==> config.mk <==
export PLATFORM = sky130hd
export DESIGN_NAME = rtc_bus_ctrl
export DESIGN_NICKNAME = d
export VERILOG_FILES = /design/src/rtl/rtc_bus_ctrl.sv
export SDC_FILE = /design/constraint.sdc
export NUM_CORES = 1
export LEC_CHECK = 0
export BUFFER_PORTS_ARGS = -buffer_cell sky130_fd_sc_hd__buf_4
export CAP_MARGIN = 5
export CELL_PAD_IN_SITES_DETAIL_PLACEMENT = 0
export CELL_PAD_IN_SITES_GLOBAL_PLACEMENT = 1
export CORE_MARGIN = 2
export CORE_UTILIZATION = 40
export CTS_CLUSTER_SIZE = 30
export DETAILED_ROUTE_END_ITERATION = 6
export GPL_TIMING_DRIVEN = 1
export PLACE_DENSITY_LB_ADDON = 0.1
export SETUP_SLACK_MARGIN = 0.2
export SLEW_MARGIN = 15
export SYNTH_ARGS = -nofsm -noshare
export SYNTH_HDL_FRONTEND = slang
export SYNTH_SLANG_ARGS = --single-unit
export TNS_END_PERCENT = 10
==> constraint.sdc <==
create_clock -name CLK -period 3.1 [get_ports CLK]
set_input_delay 0.155 -clock CLK [delete_from_list [all_inputs] [get_ports CLK]]
set_output_delay 0.155 -clock CLK [all_outputs]
set_load 0.01 [all_outputs]
==> src/rtl/rtc_bus_ctrl.sv <==
// RTC parallel-bus responder: runs one multiplexed address/data transaction per request
// and performs the two-write RTC initialisation sequence after reset.
module rtc_bus_ctrl #(
    parameter int unsigned T_STB    = 4,
    parameter int unsigned T_GAP    = 2,
    parameter logic [7:0]  INIT_REG = 8'h02,
    parameter logic [7:0]  INIT_V1  = 8'h10,
    parameter logic [7:0]  INIT_V2  = 8'h00
) (
    input  logic       CLK,
    input  logic       RST,
    input  logic       Acceso,
    input  logic [7:0] Dir,
    input  logic       Mod,
    input  logic [7:0] Dato_wr,
    input  logic [7:0] ADbus_in,
    output logic       FRW,
    output logic [7:0] Dato_rd,
    output logic       Busy,
    output logic       CS_n,
    output logic       RD_n,
    output logic       WR_n,
    output logic       AD,
    output logic [7:0] ADbus_out,
    output logic       ADbus_oe
);

    localparam int unsigned CNT_MAX = (T_STB > T_GAP) ? T_STB : T_GAP;
    localparam int unsigned CW      = (CNT_MAX > 1) ? $clog2(CNT_MAX) : 1;
    localparam logic [CW-1:0] STB_LAST = CW'(T_STB - 1);
    localparam logic [CW-1:0] GAP_LAST = CW'(T_GAP - 1);

    typedef enum logic [2:0] {
        S_INIT1, S_INIT2, S_IDLE, S_ADDR, S_GAP1, S_DATA, S_GAP2, S_DONE
    } state_t;

    typedef enum logic [1:0] {
        STEP_USER, STEP_INIT1, STEP_INIT2
    } step_t;

    state_t        state_q, state_d;
    step_t         step_q, step_d;
    logic [CW-1:0] cnt_q, cnt_d;
    logic [7:0]    a_q, a_d;
    logic [7:0]    d_q, d_d;
    logic          w_q, w_d;
    logic [7:0]    dato_rd_q, dato_rd_d;

    always_ff @(posedge CLK or posedge RST) begin
        if (RST) begin
            state_q   <= S_INIT1;
            step_q    <= STEP_USER;
            cnt_q     <= '0;
            a_q       <= '0;
            d_q       <= '0;
            w_q       <= 1'b0;
            dato_rd_q <= '0;
        end else begin
            state_q   <= state_d;
            step_q    <= step_d;
            cnt_q     <= cnt_d;
            a_q       <= a_d;
            d_q       <= d_d;
            w_q       <= w_d;
            dato_rd_q <= dato_rd_d;
        end
    end

    // Bus outputs are decoded from the registered state, so an asynchronous reset
    // releases the strobes and the bus in the same cycle.
    always_comb begin
        state_d   = state_q;
        step_d    = step_q;
        cnt_d     = cnt_q;
        a_d       = a_q;
        d_d       = d_q;
        w_d       = w_q;
        dato_rd_d = dato_rd_q;
        CS_n      = 1'b1;
        RD_n      = 1'b1;
        WR_n      = 1'b1;
        AD        = 1'b0;
        ADbus_out = '0;
        ADbus_oe  = 1'b0;
        FRW       = 1'b0;

        case (state_q)
            S_INIT1: begin
                a_d     = INIT_REG;
                d_d     = INIT_V1;
                w_d     = 1'b1;
                step_d  = STEP_INIT1;
                cnt_d   = '0;
                state_d = S_ADDR;
            end
            S_INIT2: begin
                a_d     = INIT_REG;
                d_d     = INIT_V2;
                w_d     = 1'b1;
                step_d  = STEP_INIT2;
                cnt_d   = '0;
                state_d = S_ADDR;
            end
            S_IDLE: begin
                if (Acceso) begin
                    a_d     = Dir;
                    d_d     = Dato_wr;
                    w_d     = Mod;
                    step_d  = STEP_USER;
                    cnt_d   = '0;
                    state_d = S_ADDR;
                end
            end
            S_ADDR: begin
                CS_n      = 1'b0;
                WR_n      = 1'b0;
                ADbus_oe  = 1'b1;
                ADbus_out = a_q;
                if (cnt_q == STB_LAST) begin
                    cnt_d   = '0;
                    state_d = S_GAP1;
                end else begin
                    cnt_d = cnt_q + CW'(1);
                end
            end
            S_GAP1: begin
                AD = 1'b1;
                if (cnt_q == GAP_LAST) begin
                    cnt_d   = '0;
                    state_d = S_DATA;
                end else begin
                    cnt_d = cnt_q + CW'(1);
                end
            end
            S_DATA: begin
                CS_n = 1'b0;
                AD   = 1'b1;
                if (w_q) begin
                    WR_n      = 1'b0;
                    ADbus_oe  = 1'b1;
                    ADbus_out = d_q;
                end else begin
                    RD_n = 1'b0;
                end
                if (cnt_q == STB_LAST) begin
                    if (!w_q) dato_rd_d = ADbus_in;
                    cnt_d   = '0;
                    state_d = S_GAP2;
                end else begin
                    cnt_d = cnt_q + CW'(1);
                end
            end
            S_GAP2: begin
                AD = 1'b1;
                if (cnt_q == GAP_LAST) begin
                    cnt_d   = '0;
                    state_d = S_DONE;
                end else begin
                    cnt_d = cnt_q + CW'(1);
                end
            end
            S_DONE: begin
                FRW     = 1'b1;
                cnt_d   = '0;
                state_d = (step_q == STEP_INIT1) ? S_INIT2 : S_IDLE;
            end
            default: begin
                cnt_d   = '0;
                state_d = S_INIT1;
            end
        endcase
    end

    assign Busy    = (state_q != S_IDLE);
    assign Dato_rd = dato_rd_q;

endmodule

==> summary.txt, run 1 <==
Outcome
  • Status: finished, final reports clean

Timing
  • Fin Clk Skew: 0.00243 ns
  • Relative slew slack: 48.3%
  • Fin crit period: about 2.3 ns
  • Slew Limit Fails: 0
  • Setup TNS after final layout: 0 ns
  • Tightest Pin Transition: 0.775 ns
  • Worst hold margin: 0.0903 ns
  • Final Hold Vio Count: 0
  • Final setup violation count: 0
  • RSZ-0062 raised after global routing: false
  • Fin crit share: 74.4%
  • Fmax: 433 MHz
  • Post-route setup slack: 0.793 ns

Route
  • First drt pass iteration count: 4
  • Detailed-route via count: 1,246
  • Final wirelength: 3540 um
  • Detailed router's first-iteration violation count: between 50 and 60
  • DRC: 0
  • Met2 wire length: 1640 um
  • DRT met1 WL: 1620 um
  • Metal3 WL: 231 um
  • Highest Signal Layer: met4
  • Drt wl/cell: 15.3 um
  • Vias per cell: 5.37
  • Antenna viol nets, final: 0

Power and ir drop
  • Seq pwr share: approximately two fifths
  • Leak pwr: between 1 and 1.5 nW
  • Internal power: 0.00116 W
  • Pwr dens: 890 mW/mm2
  • Switching Fraction: around 37%
  • NetSw: 0.000676 W
  • Worst IR Drop VDD: 343 uV
  • Comb power frac: 41.5%
  • Clock Power Share: 18.2%

Clock tree
  • Clock buffer depth: 2
  • Cts repair resizes: 0
  • Post-CTS Repair Setup Buffers: 0
  • Worst-path clk slew: 0.07 ns
  • Root buffer cell: clkbuf_8
  • CTS tree: done
  • Clock Latency Late Sink: 0.28 ns
  • CTS Buf Count: 5
  • Htree depth: 2
  • TritonCTS Sinks: 32

Layout
  • # fillers: around 360
  • Synth-to-layout area growth: 31.2%
  • Final Cell Area: 0.00207 mm2
  • ANT cells: 0
  • Nets: 214
  • Fraction of layout instances using a drive strength above 1: 38.6%
  • Most frequent cells in the layout: 51 x buf_4, 32 x dfrtp_1, 23 x a22o_1
  • Commonest non-fill, non-tap cell in the layout: buf_4

Global routing
  • First-pass GRT wire length: 5740 um
  • Largest net degree at the start of global routing: 33
  • Remaining global-route overflow: 0
  • Vias in the first global route: 1,212
  • Initial antenna violation count: 0
  • Gr usage total: 17.7%

Worst setup path
  • Worst path buffer plus inverter count: 1
  • Worst-path fanout max: 21
  • Startpoint Class: flop
  • Setup CP Type: reg -> out
  • Top delay family on crit path: simple AND/OR/NAND/NOR gates
  • Arr. time, crit path: 2.15 ns
  • Worst path slowest cell: dfrtp_1
  • Reg2Reg Launch Point: state_q[2]
  • Setup crit start: state_q[0]
  • CP max stage delay: ~0.75 ns
  • Critical-path cell list: nor2b_2 -> and3_1 -> a22o_1 -> buf_4
  • WP data required: 2.94 ns
  • Worst setup EP type: output port

Logic synthesis
  • Number of enable flip-flop cells after synthesis: 0
  • Top FF cell, synth: dfrtp_1
  • Ys async rst share: 100%
  • Synthesized flop and latch total: 32
  • Syn Area/Cell: 11.8 um2
  • Post-synth design cell area: about 0.0016 mm2
  • Synth unique cells: 35
  • Post-synthesis sequential area ratio: 50.9%
  • Post-synthesis cell count: 133
  • Synthesized Nets: between 150 and 200
  • Total number of yosys warnings: 0

Floorplanning
  • Starting Density: between 40 and 50%
  • FP Rows: 22
  • Die height: 66.7 um
  • Chip Width: about 67 um
  • I/O pins: a little over 50
  • Core Region: 0.00372 mm2
  • Die Area: 0.00445 mm2

Placed design
  • Placed Instance Area: 0.00196 mm2
  • Final HPWL DP: between 2000 and 2500 um
  • Gpl congestion: 0.771
  • IO buf count: 50
  • Placement Setup Slack: 1.12 ns

Flow run
  • Max Cap Viol: 0

Min path
  • Hold_sp: Dir[7]
  • Worst hold path class: in -> reg
==> logic make-up after synthesis <==
kind of cell	Yosys count	share of synthesized area (%)
AO/OA/AOI/OAI	43	22.4
adder cells (fa/ha/maj)	3	2.38
buffers and inverters	14	4.69
flip-flops	32	50.9
multiplexers	9	6.36
AND/OR/NAND/NOR	32	13.3
==> final cells by class <==
class,instances,area [um2],share of cell area (%)
sequential,32,801,38.8
timing repair buffer,52,393,19.0
tap,48,60.1,2.91
inverter,5,18.8,0.909
multi-input combinational,87,699,33.9
clock buffer,7,86.3,4.18
clock inverter,1,7.51,0.363
==> cell usage after synthesis, drive strengths merged, types with 3 or more instances <==
cell | instances | area [um2]
inv | 5 | 18.8
a21oi | 3 | 15.0
o21ai | 3 | 15.0
dfrtp | 32 | 801
nand2b | 5 | 31.3
mux2 | 8 | 90.1
nand2 | 5 | 18.8
a22o | 23 | 201
buf | 9 | 55.1
nor2 | 6 | 22.5
ha | 3 | 37.5
o22a | 4 | 35.0
nor2b | 4 | 27.5
==> power groups by stage <==
stage,Combinational (W),Sequential (W),Clock (W)
after global placement,0.000757,0.000744,0
final,0.000764,0.000739,0.000336
after global routing,0.000840,0.000769,0.000367
after floorplan,0.000605,0.000655,0
after detailed placement,0.000772,0.000744,0
after CTS,0.000775,0.000735,0.000348
==> worst paths after layout <==
path                                end  slack [ns]  cells past startpoint
max                        ADbus_out[7]        0.79                      4
min                              a_q[7]        0.09                      2
max reg2reg                    cnt_q[0]        1.30                      3
min reg2reg                   step_q[1]        0.49                      2
max in group asynchronous     step_q[0]        2.29                      4
min in group asynchronous        d_q[3]        0.52                      4
==> registers in the layout (all words and copies together), names as in the netlist <==
signal   cells
Dato_rd      8
a_q          8
cnt_q        2
d_q          8
state_q      3
step_q       2
w_q          1
==> routing by layer <==
layer  vias up  track usage [%]
li1        593                -
met4         0             5.36
met1       614             24.0
met3         5             7.09
met2        34             26.0
met5         -                0
==> timing repair <==
action                                 4_1_cts  5_1_grt
endpoints found under the hold margin       32        0
setup endpoints to repair                    0        0
hold buffers                                 1        0
==> through the flow <==
| stage | cells | power [W] | util [%] |
|---|---|---|---|
| final | 232 | 0.00184 | 55.6 |
| after global routing | 232 | 0.00198 | 55.6 |
| after floorplan | 133 | 0.00126 | - |
| after detailed placement | 223 | 0.00152 | 52.8 |
| after CTS | 232 | 0.00186 | 55.6 |
| after global placement | 223 | 0.00150 | 52.8 |
Note: power is estimated with default switching activity, not from simulation.
==> run 2, diff against run 1 <==
--- a/config.mk
+++ b/config.mk
@@ -5,12 +5,13 @@
 export SDC_FILE = /design/constraint.sdc
 export NUM_CORES = 1
 export LEC_CHECK = 0
+export ABC_AREA = 1
 export BUFFER_PORTS_ARGS = -buffer_cell sky130_fd_sc_hd__buf_4
 export CAP_MARGIN = 5
 export CELL_PAD_IN_SITES_DETAIL_PLACEMENT = 0
 export CELL_PAD_IN_SITES_GLOBAL_PLACEMENT = 1
 export CORE_MARGIN = 2
-export CORE_UTILIZATION = 40
+export CORE_UTILIZATION = 34
 export CTS_CLUSTER_SIZE = 30
 export DETAILED_ROUTE_END_ITERATION = 6
 export GPL_TIMING_DRIVEN = 1
==> constraint.sdc (replaced) <==
create_clock -name CLK -period 2 [get_ports CLK]
set_input_delay 0.1 -clock CLK [delete_from_list [all_inputs] [get_ports CLK]]
set_output_delay 0.1 -clock CLK [all_outputs]
set_load 0.01 [all_outputs]
==> run 2 against run 1 <==
Highest routed layer unchanged; combinational power is 91% higher; sequential share of layout area is 2.7 points lower; worst setup slack worse by 0.49 ns; non-clock buffer count is 1 higher; sequential cell count stayed put; clock skew is 0.0040 ns higher; critical path type unchanged; hold slack worse by 0.078 ns; sequential power is 43% higher; area after synthesis is 10% higher; critical endpoint unchanged; first-iteration DRC count is 7.4% lower; critical path depth is 2 higher.
==> summary.txt, run 2 <==
Clock tree
  • Clock buffer depth: 2 (unchanged)
  • Root buffer cell: clkbuf_8 (unchanged)
  • Htree depth: 2 (unchanged)
  • Post-CTS Repair Setup Buffers: 0 (unchanged)
  • TritonCTS Sinks: 32 (unchanged)
  • CTS Buf Count: 5 (unchanged)
  • Worst-path clk slew: 0.07 ns (about the same)
  • CTS tree: done (unchanged)
  • Clock Latency Late Sink: 0.28 ns (about the same)

Logic synthesis
  • Ys async rst share: 100% (unchanged)
  • Top FF cell, synth: dfrtp_1 (unchanged)
  • Top cells by count, synth: 55 x nand2_1, 32 x dfrtp_1, 29 x inv_1 (was 32 x dfrtp_1, 23 x a22o_1, 8 x mux2_2)
  • XOR/XNOR share of the synthesized area: 0% (unchanged)
  • Adder-cell share of the synthesized area: 2.16% (was 2.38%)
  • Post-synthesis mux area share: 0% (was 6.36%)
  • Synth unique cells: 25 (was 35)
  • Post-synth top area share: 46.2% (was 50.9%)
  • Number of enable flip-flop cells after synthesis: 0 (unchanged)
  • Synthesized Nets: 227 (was 164)
  • Post-synthesis cell count: 196 (was 133)
  • Post-synthesis sequential area ratio: 46.2% (was 50.9%)
  • Total number of yosys warnings: 0 (unchanged)
  • Simple-gate share of the synthesized area: 23.3% (was 13.3%)
  • Post-synth design cell area: 0.00173 mm2 (was 0.00157 mm2)
  • Biggest area consumer among synthesized cells: dfrtp_1 (unchanged)
  • Compound-cell area share of the yosys netlist: 15.3% (was 22.4%)
  • Main combinational cell family by area after synthesis: simple AND/OR/NAND/NOR gates (was compound AO/OA/AOI/OAI gates)
  • Most common cell in the netlist: nand2_1 (was dfrtp_1)
  • Syn Area/Cell: 8.85 um2 (was 11.8 um2)
  • Top cells by area, synth: dfrtp_1 46%, nand2_1 12%, o21ai_2 8.6%, inv_1 6.3%, buf_6 3.2% (was dfrtp_1 51%, a22o_1 13%, mux2_2 5.7%, ha_1 2.4%, o22a_1 2.2%)
  • Synthesized flop and latch total: 32 (unchanged)

Layout
  • Nets: 279 (was 214)
  • Most frequent cells in the layout: 55 x nand2_1, 52 x buf_4, 30 x dfrtp_1 (was 51 x buf_4, 32 x dfrtp_1, 23 x a22o_1)
  • Synth-to-layout area growth: 28.4% (was 31.2%)
  • ANT cells: 0 (unchanged)
  • Commonest non-fill, non-tap cell in the layout: nand2_1 (was buf_4)
  • Fraction of layout instances using a drive strength above 1: 36.9% (was 38.6%)
  • Final core occ: 46.2% (was 55.6%)

Route
  • Vias per cell: 4.43 (was 5.37)
  • Antenna viol nets, final: 0 (unchanged)
  • DRT met1 WL: 1780 um (was 1620 um)
  • DRC: 0 (unchanged)
  • First drt pass iteration count: 4 (unchanged)
  • Metal3 WL: 236 um (was 231 um)
  • Detailed router's first-iteration violation count: 50 (was 54)
  • Drt wl/cell: 12.0 um (was 15.3 um)
  • Met2 wire length: 1720 um (was 1640 um)
  • Detailed-route via count: 1,400 (was 1,246)
  • Highest Signal Layer: met4 (unchanged)
  • Final wirelength: 3800 um (was 3540 um)

Placed design
  • Gpl congestion: 0.773 (was 0.771)
  • IO buf count: 50 (unchanged)
  • Final HPWL DP: 2860 um (was 2490 um)
  • Placement Setup Slack: 0.523 ns (was 1.12 ns)

Global routing
  • Largest net degree at the start of global routing: 33 (unchanged)
  • Initial antenna violation count: 0 (unchanged)
  • First-pass GRT wire length: 6490 um (was 5740 um)
  • Gr usage total: 15.3% (was 17.7%)
  • Remaining global-route overflow: 0 (unchanged)
  • Vias in the first global route: 1,441 (was 1,212)

Timing
  • Final Hold Vio Count: 0 (unchanged)
  • Fin crit share: 84.7%
  • Fin crit period: 1.69 ns
  • RSZ-0062 raised after global routing: true (was false)
  • Fin Clk Skew: 0.00642 ns (was 0.00243 ns)
  • Relative slew slack: 72.4% (was 48.3%)
  • Fmax: 590 MHz
  • Post-route setup slack: 0.305 ns (was 0.793 ns)
  • Setup TNS after final layout: 0 ns (unchanged)
  • Slew Limit Fails: 0 (unchanged)
  • Final setup violation count: 0 (unchanged)
  • Tightest Pin Transition: 0.414 ns (was 0.775 ns)

Worst setup path
  • CP max stage delay: 0.50 ns (was 0.75 ns)
  • Critical-path cell list: inv_6 -> nand3_2 -> inv_2 -> nand2_1 -> o22ai_1 -> buf_4 (was nor2b_2 -> and3_1 -> a22o_1 -> buf_4)
  • Worst-path fanout max: 8 (was 21)
  • Reg2Reg Launch Point: state_q[1] (was state_q[2])
  • Arr. time, crit path: 1.59 ns (was 2.15 ns)
  • Top delay family on crit path: flip-flops (was simple AND/OR/NAND/NOR gates)
  • Setup crit start: state_q[1] (was state_q[0])
  • Worst path buffer plus inverter count: 3 (was 1)
  • Worst path slowest cell: dfrtp_2 (was dfrtp_1)
  • Setup CP Type: reg -> out (unchanged)
  • Worst setup EP type: output port (unchanged)
  • WP data required: 1.90 ns (was 2.94 ns)
  • Startpoint Class: flop (unchanged)

Flow run
  • Max Cap Viol: 0 (unchanged)

Power and ir drop
  • Pwr dens: 1360 mW/mm2 (was 890 mW/mm2)
  • Total Power: 0.00303 W (was 0.00184 W)
  • Leak pwr: 1.07 nW (was 1.01 nW)
  • Worst IR Drop VDD: 567 uV (was 343 uV)

Min path
  • Worst hold path class: in -> reg (unchanged)
  • Hold_sp: ADbus_in[4] (was Dir[7])

Floorplanning
  • I/O pins: 51 (unchanged)
  • Chip Width: 75.4 um (was 66.7 um)
  • Die Area: 0.00569 mm2 (was 0.00445 mm2)
  • Die height: 75.4 um (was 66.7 um)
  • Starting Density: 36.0% (was 42.4%)
  • FP Rows: 25 (was 22)
  • Core Region: 0.00482 mm2 (was 0.00372 mm2)

Outcome
  • Status: finished, final reports clean (unchanged)
-- run 2: cell count changes in the layout (fill, tap and decap cells not counted), moves of 6 or more --
| cell | before | now |
|---|---|---|
| o22ai_1 | 1 | 7 |
| a22o_1 | 23 | 0 |
| o21ai_2 | 0 | 17 |
| mux2_2 | 8 | 0 |
| nand2_1 | 5 | 55 |
| inv_1 | 5 | 29 |
-- run 2: area by class of cell --
type | instances | area, um2
Clock buffer | 8 | 90.1
Fill cell | 519 | 2590
Inverter | 34 | 135
Multi-Input combinational cell | 122 | 714
Sequential cell | 32 | 803
Tap cell | 67 | 83.8
Timing Repair Buffer | 53 | 400
-- run 2: worst min-delay path, stage by stage --
cell and delay [ns]:
buf_4 0.08, nand2_1 0.04, nand2_1 0.05
-- run 2: logic make-up after synthesis --
| logic type | Yosys count |
|---|---|
| flip-flops | 32 |
| AO/OA/AOI/OAI | 36 |
| buffers and inverters | 42 |
| AND/OR/NAND/NOR | 83 |
| adder cells (fa/ha/maj) | 3 |
-- run 2: through the flow --
step                std cells  cell area [um2]  hold WS, ns
CTS                       316             2220      0.00865
global route              316             2230       0.0251
detailed placement        307             2120        0.227
global placement          307             2120        0.221
finish                    316             2230       0.0125
floorplan                 196             1730        0.216
-- run 2: routing by layer --
metal  up-vias  track usage [%]
li1        724                -
met1       634             20.2
met2        34             23.4
met3         8             4.37
met4         0             6.43
met5         -                0
-- run 2: path summary, 6_finish.rpt --
check / slack [ns] / endpoint / depth (start not counted)
max in group asynchronous: 1.22 / state_q[1] / 4
worst max register to register: 0.59 / d_q[4] / 6
worst min register to register: 0.49 / Dato_rd[2] / 2
min in group asynchronous: 0.46 / d_q[3] / 4
worst max-delay path: 0.31 / ADbus_out[7] / 6
worst min-delay path: 0.01 / Dato_rd[4] / 3
-- run 2: timing repair --
item | 4_1_cts | 5_1_grt
hold endpoints to repair | 32 | 0
resized for setup | 0 | 3
setup endpoints to repair | 0 | 11
hold buffers | 1 | 0
-- run 2: report_power, final --
group          internal, W  switching, W
Combinational     0.000559      0.000897
Sequential        0.000878      0.000179
Clock             0.000280      0.000234
